File: src/rtl/regfile_wb_arbiter_if.sv
// Writeback request bus between up to four requesters and the writeback arbiter.
//   req_valid : per-requester request (bit i = requester i)
//   req_addr  : destination register address, requester i at [i*ADDR_LEN +: ADDR_LEN]
//   req_data  : write data, packed like req_addr
//   req_ready : grant back to each requester (combinational in the arbiter)
`ifndef ADDR_LEN
`define ADDR_LEN 5
`endif
`ifndef DATA_LEN
`define DATA_LEN 32
`endif

interface regfile_wb_arbiter_if #(
  parameter int unsigned ADDR_LEN = `ADDR_LEN,
  parameter int unsigned DATA_LEN = `DATA_LEN
);
  logic [3:0]            req_valid;
  logic [4*ADDR_LEN-1:0] req_addr;
  logic [4*DATA_LEN-1:0] req_data;
  logic [3:0]            req_ready;

  modport master (output req_valid, output req_addr, output req_data, input req_ready);
  modport slave  (input req_valid, input req_addr, input req_data, output req_ready);
endinterface

File: src/rtl/regfile_wb_arbiter.sv
// Round-robin writeback arbiter for a 2-write-port register file.
// Grants up to two requesters per cycle, registers them onto the two write
// ports, forwards in-flight writes to two read ports and counts stall cycles.
//   clk, reset         : clock, asynchronous active-low reset
//   req (slave)        : four-requester writeback bus (valid/addr/data/ready)
//   flush              : block all new grants this cycle
//   we/waddr/wdata 1,2 : registered register-file write ports
//   rd_addr1/2         : register-file read addresses this cycle
//   rd_hit1/2, rd_fwd1/2 : forwarding of the registered writes to the readers
//   stall_cnt, stall_clr : saturating stall-cycle counter and its clear
`ifndef ADDR_LEN
`define ADDR_LEN 5
`endif
`ifndef DATA_LEN
`define DATA_LEN 32
`endif

module regfile_wb_arbiter #(
  parameter int unsigned ADDR_LEN = `ADDR_LEN,
  parameter int unsigned DATA_LEN = `DATA_LEN
) (
  input  logic                clk,
  input  logic                reset,
  regfile_wb_arbiter_if.slave req,
  input  logic                flush,
  output logic                we1,
  output logic [ADDR_LEN-1:0] waddr1,
  output logic [DATA_LEN-1:0] wdata1,
  output logic                we2,
  output logic [ADDR_LEN-1:0] waddr2,
  output logic [DATA_LEN-1:0] wdata2,
  input  logic [ADDR_LEN-1:0] rd_addr1,
  input  logic [ADDR_LEN-1:0] rd_addr2,
  output logic                rd_hit1,
  output logic                rd_hit2,
  output logic [DATA_LEN-1:0] rd_fwd1,
  output logic [DATA_LEN-1:0] rd_fwd2,
  output logic [15:0]         stall_cnt,
  input  logic                stall_clr
);

  localparam int unsigned NREQ  = 4;
  localparam int unsigned PTR_W = 2;
  localparam int unsigned CNT_W = 16;

  logic [PTR_W-1:0]    rr_ptr;
  logic [PTR_W-1:0]    rr_ptr_nxt;
  logic [ADDR_LEN-1:0] addr_a [NREQ];
  logic [DATA_LEN-1:0] data_a [NREQ];

  logic                s1_vld;
  logic                s2_vld;
  logic [PTR_W-1:0]    s1_idx;
  logic [PTR_W-1:0]    s2_idx;
  logic [ADDR_LEN-1:0] s1_addr;
  logic [ADDR_LEN-1:0] s2_addr;
  logic [DATA_LEN-1:0] s1_data;
  logic [DATA_LEN-1:0] s2_data;
  logic [NREQ-1:0]     grant;
  logic                stall_c;

  // Unpack the flat requester buses.
  always_comb begin
    for (int i = 0; i < NREQ; i++) begin
      addr_a[i] = req.req_addr[i*ADDR_LEN +: ADDR_LEN];
      data_a[i] = req.req_data[i*DATA_LEN +: DATA_LEN];
    end
  end

  // Round-robin scan from rr_ptr filling slot 1 then slot 2.
  // A second request to slot 1's address waits, except address 0 which never writes.
  always_comb begin
    logic [PTR_W-1:0] idx;
    s1_vld     = 1'b0;
    s2_vld     = 1'b0;
    s1_idx     = '0;
    s2_idx     = '0;
    s1_addr    = '0;
    s2_addr    = '0;
    s1_data    = '0;
    s2_data    = '0;
    grant      = '0;
    rr_ptr_nxt = rr_ptr;
    for (int k = 0; k < NREQ; k++) begin
      idx = rr_ptr + PTR_W'(k);
      if (!flush && req.req_valid[idx]) begin
        if (!s1_vld) begin
          s1_vld      = 1'b1;
          s1_idx      = idx;
          s1_addr     = addr_a[idx];
          s1_data     = data_a[idx];
          grant[idx]  = 1'b1;
        end else if (!s2_vld && ((addr_a[idx] != s1_addr) || (addr_a[idx] == '0))) begin
          s2_vld      = 1'b1;
          s2_idx      = idx;
          s2_addr     = addr_a[idx];
          s2_data     = data_a[idx];
          grant[idx]  = 1'b1;
        end
      end
    end
    if (s2_vld) begin
      rr_ptr_nxt = s2_idx + PTR_W'(1);
    end else if (s1_vld) begin
      rr_ptr_nxt = s1_idx + PTR_W'(1);
    end
  end

  // Grants are held off entirely while reset is asserted.
  assign req.req_ready = reset ? grant : '0;
  assign stall_c       = |(req.req_valid & ~req.req_ready);

  // Write-port registers, round-robin pointer and stall counter.
  always_ff @(posedge clk or negedge reset) begin
    if (!reset) begin
      we1       <= 1'b0;
      waddr1    <= '0;
      wdata1    <= '0;
      we2       <= 1'b0;
      waddr2    <= '0;
      wdata2    <= '0;
      rr_ptr    <= '0;
      stall_cnt <= '0;
    end else begin
      we1 <= s1_vld && (s1_addr != '0);
      we2 <= s2_vld && (s2_addr != '0);
      if (s1_vld) begin
        waddr1 <= s1_addr;
        wdata1 <= s1_data;
      end
      if (s2_vld) begin
        waddr2 <= s2_addr;
        wdata2 <= s2_data;
      end
      rr_ptr <= rr_ptr_nxt;
      if (stall_clr) begin
        stall_cnt <= '0;
      end else if (stall_c && (stall_cnt != '1)) begin
        stall_cnt <= stall_cnt + CNT_W'(1);
      end
    end
  end

  // Forward registered writes to read port 1 (slots never share a nonzero address).
  always_comb begin
    rd_hit1 = 1'b0;
    rd_fwd1 = '0;
    if (rd_addr1 != '0) begin
      if (we1 && (waddr1 == rd_addr1)) begin
        rd_hit1 = 1'b1;
        rd_fwd1 = wdata1;
      end else if (we2 && (waddr2 == rd_addr1)) begin
        rd_hit1 = 1'b1;
        rd_fwd1 = wdata2;
      end
    end
  end

  // Forward registered writes to read port 2.
  always_comb begin
    rd_hit2 = 1'b0;
    rd_fwd2 = '0;
    if (rd_addr2 != '0) begin
      if (we1 && (waddr1 == rd_addr2)) begin
        rd_hit2 = 1'b1;
        rd_fwd2 = wdata1;
      end else if (we2 && (waddr2 == rd_addr2)) begin
        rd_hit2 = 1'b1;
        rd_fwd2 = wdata2;
      end
    end
  end

endmodule
File: src/flat_wrapper.sv
// flat-port wrapper written by rule: the top's interface ports become plain ports
module regfile_wb_arbiter_flat 
#(
  parameter int unsigned ADDR_LEN = `ADDR_LEN,
  parameter int unsigned DATA_LEN = `DATA_LEN
)
  (clk, reset, flush, we1, waddr1, wdata1, we2, waddr2, wdata2, rd_addr1, rd_addr2, rd_hit1, rd_hit2, rd_fwd1, rd_fwd2, stall_cnt, stall_clr, req_req_valid, req_req_addr, req_req_data, req_req_ready);
  regfile_wb_arbiter_if #(.ADDR_LEN(ADDR_LEN), .DATA_LEN(DATA_LEN)) req_i ();
  input  logic clk;
  input  logic reset;
  input  logic flush;
  output logic we1;
  output logic [ADDR_LEN-1:0] waddr1;
  output logic [DATA_LEN-1:0] wdata1;
  output logic we2;
  output logic [ADDR_LEN-1:0] waddr2;
  output logic [DATA_LEN-1:0] wdata2;
  input  logic [ADDR_LEN-1:0] rd_addr1;
  input  logic [ADDR_LEN-1:0] rd_addr2;
  output logic rd_hit1;
  output logic rd_hit2;
  output logic [DATA_LEN-1:0] rd_fwd1;
  output logic [DATA_LEN-1:0] rd_fwd2;
  output logic [15:0] stall_cnt;
  input  logic stall_clr;
  input wire logic [$bits(req_i.req_valid)-1:0] req_req_valid;
  input wire logic [$bits(req_i.req_addr)-1:0] req_req_addr;
  input wire logic [$bits(req_i.req_data)-1:0] req_req_data;
  output wire logic [$bits(req_i.req_ready)-1:0] req_req_ready;
  assign req_i.req_valid = req_req_valid;
  assign req_i.req_addr = req_req_addr;
  assign req_i.req_data = req_req_data;
  assign req_req_ready = req_i.req_ready;
  regfile_wb_arbiter #(.ADDR_LEN(ADDR_LEN), .DATA_LEN(DATA_LEN)) u_core (.clk(clk), .reset(reset), .req(req_i), .flush(flush), .we1(we1), .waddr1(waddr1), .wdata1(wdata1), .we2(we2), .waddr2(waddr2), .wdata2(wdata2), .rd_addr1(rd_addr1), .rd_addr2(rd_addr2), .rd_hit1(rd_hit1), .rd_hit2(rd_hit2), .rd_fwd1(rd_fwd1), .rd_fwd2(rd_fwd2), .stall_cnt(stall_cnt), .stall_clr(stall_clr));
endmodule
File: config.mk
export PLATFORM = sky130hd
export DESIGN_NAME = regfile_wb_arbiter_flat
export DESIGN_NICKNAME = d
export VERILOG_FILES = /design/src/rtl/regfile_wb_arbiter_if.sv /design/src/rtl/regfile_wb_arbiter.sv /design/src/flat_wrapper.sv
export SDC_FILE = /design/constraint.sdc
export NUM_CORES = 1
export LEC_CHECK = 0
export ABC_AREA = 1
export CAP_MARGIN = 25
export CELL_PAD_IN_SITES_DETAIL_PLACEMENT = 0
export CELL_PAD_IN_SITES_GLOBAL_PLACEMENT = 1
export CORE_MARGIN = 5
export CORE_UTILIZATION = 36
export DETAILED_ROUTE_END_ITERATION = 10
export PLACE_DENSITY_LB_ADDON = 0.1
export SLEW_MARGIN = 20
export SYNTH_ARGS = -nofsm -noshare
export SYNTH_HDL_FRONTEND = slang
export SYNTH_SLANG_ARGS = --single-unit
export TNS_END_PERCENT = 1
File: constraint.sdc
create_clock -name clk -period 5.9 [get_ports clk]
set_input_delay 1.18 -clock clk [delete_from_list [all_inputs] [get_ports clk]]
set_output_delay 1.18 -clock clk [all_outputs]
set_load 0.02 [all_outputs]
# ---- Word-level counts from Yosys, hierarchy flattened
# Index checks and enable logic that the tools add are counted.
dict set report word_totals {
  output_inout_bits 162
  regBits 94
  in_bits 166
}
dict set report classes {
  n_reduce_logical 33
  n_lt_le_gt_ge 12
  bitwise 9
  eq_ne 8
  mux 128
  n_addsub 6
}
# operator count
set op_table {}
lappend op_table {{$mux 32} 30}
lappend op_table {{$bmux 32 s2} 4}
lappend op_table {{$mux 5} 24}
lappend op_table {{$mux 4} 11}
lappend op_table {{$bmux 5 s2} 4}
lappend op_table {{$mux 2} 18}
lappend op_table {{$mux 16} 2}
lappend op_table {{$mux 1} 27}
lappend op_table {{$eq 5x5->1} 4}
lappend op_table {{$reduce_bool 5->1} 4}
lappend op_table {{$logic_and 1x1->1} 17}
lappend op_table {{$add 16x1->16 const B} 1}
lappend op_table {{$ne 16x16->1 const B} 1}
lappend op_table {{$logic_not 5->1} 3}
lappend op_table {{$ne 5x5->1} 3}
lappend op_table {{$ge 3x3->1 const B} 4}
lappend op_table {{$lt 2x3->1 const B} 4}
lappend op_table {{$not 2->3} 4}
lappend op_table {{$or 4x4->4} 3}
lappend op_table {{$bmux 1 s2} 4}
lappend op_table {{$demux 1 s2} 4}
lappend op_table {{$ge 2x1->1 const B} 4}
lappend op_table {{$add 2x1->2 const B} 3}
lappend op_table {{$add 2x2->2 const B} 2}
lappend op_table {{6 further kinds} 11}

# ---- Longest topological paths before layout
dict set report logic_depth {
  word_depth 27
  depth_mapped 30
}

# ---- Least setup slack after synthesis
# OpenSTA, ideal clock, no wires.
dict set report synth_path {
  path_kind {register -> output}
  startpoint {register u_core.rr_ptr[1]}
  endpoint {output req_req_ready[0]}
  arrival_time_ns 3.045
  path_stages_with_launch 23
  slack_ns 1.675
  n_path_buf 5
  path_cell_list {dfrtp_1 > inv_2 > clkbuf_1 > clkbuf_1 > ha_1 > buf_2 > buf_2 > nand2_1 > nand2_1 > nand3_2 > nand2_1 > nand2_1 > nand2_1 > nor2_2 > nand3_4 > nand2_2 > nand2_2 > nand2_2 > buf_6 > nand3_2 > nand2_1 > nand2_1 > inv_1}
}
dict set report synth_between {
  elab_chain_cells 21
  elab_cells_between_ends 92
}
# item line
set synth_rtl {}
lappend synth_rtl {{start: declaration} regfile_wb_arbiter.sv:46} ;# logic [PTR_W-1:0] rr_ptr;
lappend synth_rtl {{start signal: assignment} regfile_wb_arbiter.sv:135} ;# rr_ptr <= rr_ptr_nxt;
lappend synth_rtl {{$add 2x1->2 / $not 2->3 (equally long branches)} {regfile_wb_arbiter.sv:85, regfile_wb_arbiter.sv:90}}
lappend synth_rtl {{$not 2->3 (not written as such) / $bmux 5 s2 (equally long branches)} {regfile_wb_arbiter.sv:90, regfile_wb_arbiter.sv:93}}
lappend synth_rtl {{$bmux 5 s2 / $mux 5 (equally long branches)} {regfile_wb_arbiter.sv:90, regfile_wb_arbiter.sv:93}}
lappend synth_rtl {{$mux 5, on equally long branches} -}
lappend synth_rtl {{$mux 5, on equally long branches} {regfile_wb_arbiter.sv:90, regfile_wb_arbiter.sv:93, regfile_wb_arbiter.sv:86}}
lappend synth_rtl {{$ne 5x5->1 / $logic_not 5->1 (equally long branches)} regfile_wb_arbiter.sv:93} ;# end else if (!s2_vld && ((addr_a[idx] != s1_addr) || (addr_a[idx] == '0))) begin
lappend synth_rtl {{$logic_or 1x1->1} regfile_wb_arbiter.sv:93}
lappend synth_rtl {{$mux 1} regfile_wb_arbiter.sv:93}
lappend synth_rtl {{[... 5 more ...]} -}
lappend synth_rtl {{$mux 1} regfile_wb_arbiter.sv:87} ;# if (!s1_vld) begin
lappend synth_rtl {{$mux 1} regfile_wb_arbiter.sv:86} ;# if (!flush && req.req_valid[idx]) begin
lappend synth_rtl {{$logic_not 1->1} regfile_wb_arbiter.sv:93}
lappend synth_rtl {{$logic_and 1x1->1} regfile_wb_arbiter.sv:93}
lappend synth_rtl {{$mux 4} regfile_wb_arbiter.sv:93}
lappend synth_rtl {{$mux 4} regfile_wb_arbiter.sv:87}
lappend synth_rtl {{$mux 4 (*)} regfile_wb_arbiter.sv:86}
lappend synth_rtl {{$mux 4 (*)} regfile_wb_arbiter.sv:110} ;# assign req.req_ready = reset ? grant : '0;
lappend synth_rtl {{end: declaration} flat_wrapper.sv:29} ;# output wire logic [$bits(req_i.req_ready)-1:0] req_req_ready;
# Every way passes the cells marked *; elsewhere a longest branch is shown, timed or not. The select of a mux whose other input is x is not followed.

# ---- Worst setup path in the final report
dict set report layout_path {
  startpoint {input req_req_valid[1]}
  endpoint {output req_req_ready[3]}
}
dict set report layout_between {
  elab_chain_cells 20
  elab_cells_between_ends 50
}
# item line
set layout_rtl {}
lappend layout_rtl {{start: declaration} flat_wrapper.sv:26} ;# input wire logic [$bits(req_i.req_valid)-1:0] req_req_valid;
lappend layout_rtl {{$bmux 1 s2} regfile_wb_arbiter.sv:86}
lappend layout_rtl {{$mux 1 (not written as such)} regfile_wb_arbiter.sv:86}
lappend layout_rtl {{$logic_and 1x1->1} regfile_wb_arbiter.sv:86}
lappend layout_rtl {{$mux 5} regfile_wb_arbiter.sv:86}
lappend layout_rtl {{$ne 5x5->1} regfile_wb_arbiter.sv:93}
lappend layout_rtl {{$logic_or 1x1->1} regfile_wb_arbiter.sv:93}
lappend layout_rtl {{$mux 1} regfile_wb_arbiter.sv:93}
lappend layout_rtl {{$mux 1} regfile_wb_arbiter.sv:87}
lappend layout_rtl {{[... 4 more ...]} -}
lappend layout_rtl {{$mux 1} regfile_wb_arbiter.sv:87}
lappend layout_rtl {{$mux 1} regfile_wb_arbiter.sv:86}
lappend layout_rtl {{$logic_not 1->1} regfile_wb_arbiter.sv:93}
lappend layout_rtl {{$logic_and 1x1->1} regfile_wb_arbiter.sv:93}
lappend layout_rtl {{$mux 4} regfile_wb_arbiter.sv:93}
lappend layout_rtl {{$mux 4} regfile_wb_arbiter.sv:87}
lappend layout_rtl {{$mux 4 (*)} regfile_wb_arbiter.sv:86}
lappend layout_rtl {{$mux 4 (*)} regfile_wb_arbiter.sv:110}
# Marked as above.

==> results.sh <==
export IMPL_grt_pass1_wl_um=71590
export IMPL_globalRouteOverflowTotal=0
export IMPL_critical_path_buf_inv_count=3
export IMPL_ys_seq_area_frac=0.2181
export IMPL_antenna_found_initial=1
export IMPL_cts_root_buf="clkbuf_16"
export IMPL_netlist_instances=1741
export IMPL_viasPerCell=5.410
export IMPL_p_int_uw=3461
export IMPL_synth_top_area_cell="dfrtp_1"
export IMPL_swShare=0.5931
export IMPL_setup_tns_final_ns=0
export IMPL_area_growth_syn_to_layout_pct=35.29
export IMPL_synth_warnings=0
export IMPL_reg2regPathDepth=20
export IMPL_endpoint_kind="output port"
export IMPL_cellPowerDensity_mw_per_mm2=583.2
export IMPL_synth_flop_cell="dfrtp_1"
export IMPL_cts_buffers=9
export IMPL_dpl_hpwl_um=37450
export IMPL_syn_avg_cell_area_um2=6.193
export IMPL_cts_tree="done"
export IMPL_grt_use_total=0.2723
export IMPL_hold_depth=2
export IMPL_rr_endpoint="u_core.wdata2[25]$_DFFE_PN0P_"
export IMPL_start_util=0.3638
export IMPL_drv_cap=0
export IMPL_fin_nets=2165
export IMPL_routedWlPerCell_um=20.06
export IMPL_synth_cell_type_count=44
export IMPL_yosys_register_bits=94
export IMPL_hold_class="flip-flop to flip-flop"
export IMPL_cp_max_fo=12
export IMPL_cts_resized=0
export IMPL_worstPathArrival_ns=4.39
export IMPL_period_share=0.9445
export IMPL_max_stage_delay_ns=0.59
export IMPL_synth_area_mm2=0.01078
export IMPL_dieArea_mm2=0.03351
export IMPL_power_uw=8507
export IMPL_synth_edf_count=0
export IMPL_max_freq_mhz=179.5
export IMPL_clkLatencyLatePin_ns=0.36
export IMPL_hold_buffers=0
export IMPL_die_y_um=183.1
export IMPL_rsz0062_at_grt="false"
export IMPL_dr_total_vias=12900
export IMPL_maxSlewHeadroom=0.3488
export IMPL_drtIter0Drc=1222
export IMPL_cts_buffer_depth=2
export IMPL_synth_commonest_cells="nand2_1, o21ai_0, inv_1"
export IMPL_cp_common_cell="nand2_1"
export IMPL_worstSetupStartpointType="input port"
export IMPL_async_reset_ff_frac=1.000
export IMPL_antennaDiodeCount=0
export IMPL_crit_chain="clkdlybuf4s50_1 -> nand2_1 -> nand3_1 -> nand3_1 -> nand3_2 -> nand2_1 -> nand2_1 -> nand2_1 -> nor2_2 -> nand3_4 -> nand2_2 -> nand2_2 -> nand2_2 -> nand3_1 -> nand2_1 -> nand2_1 -> inv_1 -> clkdlybuf4s50_1"
export IMPL_htree_levels=3
export IMPL_irDropWorstVdd_v=0.0003085
export IMPL_ant_nets=0
export IMPL_clk_pin_slew_ns=0.06
export IMPL_chipWidth_um=183.1
export IMPL_min_delay_start="u_core.stall_cnt[1]$_DFFE_PN0P_"
export IMPL_final_setup_viol_count=0
export IMPL_required_ns=4.72
export IMPL_routed_wl_um=47830
export IMPL_yosys_area_top_type_share=0.2181
export IMPL_port_buffer_count=327
export IMPL_drtPass1Iterations=6
export IMPL_post_cts_buffers=0
export IMPL_period_minus_slack_ns=5.572
export IMPL_drc=0
export IMPL_r2r_start="u_core.rr_ptr[1]$_DFFE_PN0P_"
export IMPL_synth_most_common_cell="nand2_1"
export IMPL_combPwrFrac=0.776
export IMPL_critPathKind="input port to output port"
export IMPL_worstMarginPinSlew_ns=0.9758
export IMPL_drive_above_1_share=0.05165
export IMPL_power_switching_uw=5046
export IMPL_seqPwrFrac=0.156
export IMPL_synth_area_leaders="dfrtp_1, nand2_1, o21ai_0"
export IMPL_regToRegSetupSlack_ns=0.93
export IMPL_fin_skew_ns=0.01226
export IMPL_num_io_pins=328
export IMPL_hold_viol=0
export IMPL_num_rows=63
export IMPL_synthesis_nets=1917
export IMPL_hold_end="u_core.stall_cnt[1]$_DFFE_PN0P_"
export IMPL_grt_max_degree=98
export IMPL_status="completed"
export IMPL_coreArea_mm2=0.02964
export IMPL_cts_sinks=94
export IMPL_clkPwrFrac=0.068
export IMPL_crit_path_top_delay_cell="clkdlybuf4s50_1"
export IMPL_path_delay_family="simple AND/OR/NAND/NOR gates"
export IMPL_slew_violations=0
export IMPL_gp_congestion=0.9247
export IMPL_p_leak_uw=0.006803
export IMPL_grt_pass1_vias=11510
-- area by class of cell --
class	count	area, µm²
clock buffers	9	225.2
clock inverters	7	58.81
fillers	3051	15050
inverters	195	734.5
multi-input cells	1332	7199
flip-flops and latches	94	2356
well taps	390	488.0
repair buffers	357	3526
-- through the flow --
step / setup WS (ns) / hold WS [ns] / std cells / utilization / instance area [µm²]
global route: 0.03410 / 0.5972 / 2384 / 0.4922 / 14590
finish: 0.3277 / 0.5603 / 2384 / 0.4922 / 14590
CTS: 0.3130 / 0.5659 / 2383 / 0.4913 / 14560
detailed placement: 0.3134 / 0.5494 / 2367 / 0.4817 / 14280
global placement: 0.3652 / 0.5480 / 2367 / 0.4817 / 14280
floorplan: 1.675 / 0.6256 / 1741 / - / 10780
-- state kept, by name, indices dropped and copies added (netlist names) --
name	cells
u_core.wdata1	32
u_core.wdata2	32
u_core.stall_cnt	16
u_core.waddr1	5
u_core.waddr2	5
u_core.rr_ptr	2
u_core.we1	1
u_core.we2	1
-- power groups by stage --
| stage | registers [µW] | logic, µW | clock network, µW |
|---|---|---|---|
| after global routing | 1360 | 7220 | 612 |
| final | 1330 | 6600 | 580 |
| after global placement | 1310 | 6470 | 0 |
| after CTS | 1310 | 6510 | 593 |
| after floorplan | 1450 | 3990 | 0 |
| after detailed placement | 1320 | 6500 | 0 |
-- worst min-delay path, cell delays in order, from the launching register on --
cell	delay, ns
dfrtp_1	0.39
nand3_1	0.09
nand2_1	0.06
-- worst max-delay path by stage --
stage	endpoint	start	depth (start not counted)	slack, ns
global route	req_req_ready[2]	req_req_valid[1]	18	0.03
floorplan	req_req_ready[0]	u_core.rr_ptr[1]$_DFFE_PN0P_	22	1.67
CTS	req_req_ready[3]	req_req_valid[1]	18	0.31
finish	req_req_ready[3]	req_req_valid[1]	18	0.33
global placement	req_req_ready[3]	req_req_valid[1]	18	0.37
detailed placement	req_req_ready[3]	req_req_valid[1]	18	0.31
-- cell families after synthesis --
logic type	share of synthesized area
AOI/OAI and AO/OA	0.2432
adders and majority gates	0.01160
and+or+nand+nor	0.2950
DFF	0.2181
buffers and inverters	0.1174
muxes	0.09840
xor gates and xnor gates	0.01624
-- layout by cell type (no fill, tap or decap), types with 2 or more instances in the layout --
cell type        Yosys  routed
a21oi_1             32      32
xor2_1              16      16
inv_2               10      11
a211oi_1            71      71
a22oi_1              5       5
nor2_2               4       6
a31oi_1             14      14
nand2_1            462     462
nand2_2              9       9
nor3_1               7       7
o221a_2              3       3
ha_1                10       9
xnor2_1              4       4
nand3_1             85      83
inv_8                0       2
o22ai_1             25      25
mux2i_1            106     106
o2111ai_1            7       6
o31ai_1              9       9
or2_2                6       6
nand4_1             23      23
o21ai_1             13      13
buf_4                4      30
clkdlybuf4s50_1      0     325
a221oi_1            13      13
o21a_1               3       3
clkbuf_16            0       9
o21ai_0            220     220
o221ai_1             7       7
or2_1                2       2
nor4_1               2       2
nand3_2             10      12
nor2_1             145     143
dfrtp_1             94      93
o211ai_1             9       9
clkinvlp_4           0       3
nand3_4              2       2
inv_1              184     183
o21bai_1             4       4
-- per-layer routing --
metal / track usage / vias up / wire, µm
met5: 0 / - / 0
met4: 0.04499 / 0 / 672
met3: 0.05752 / 38 / 4599
met2: 0.3804 / 592 / 19100
met1: 0.4318 / 5908 / 23450
li1: - / 6359 / -
Power figures use the tool's default switching activity.
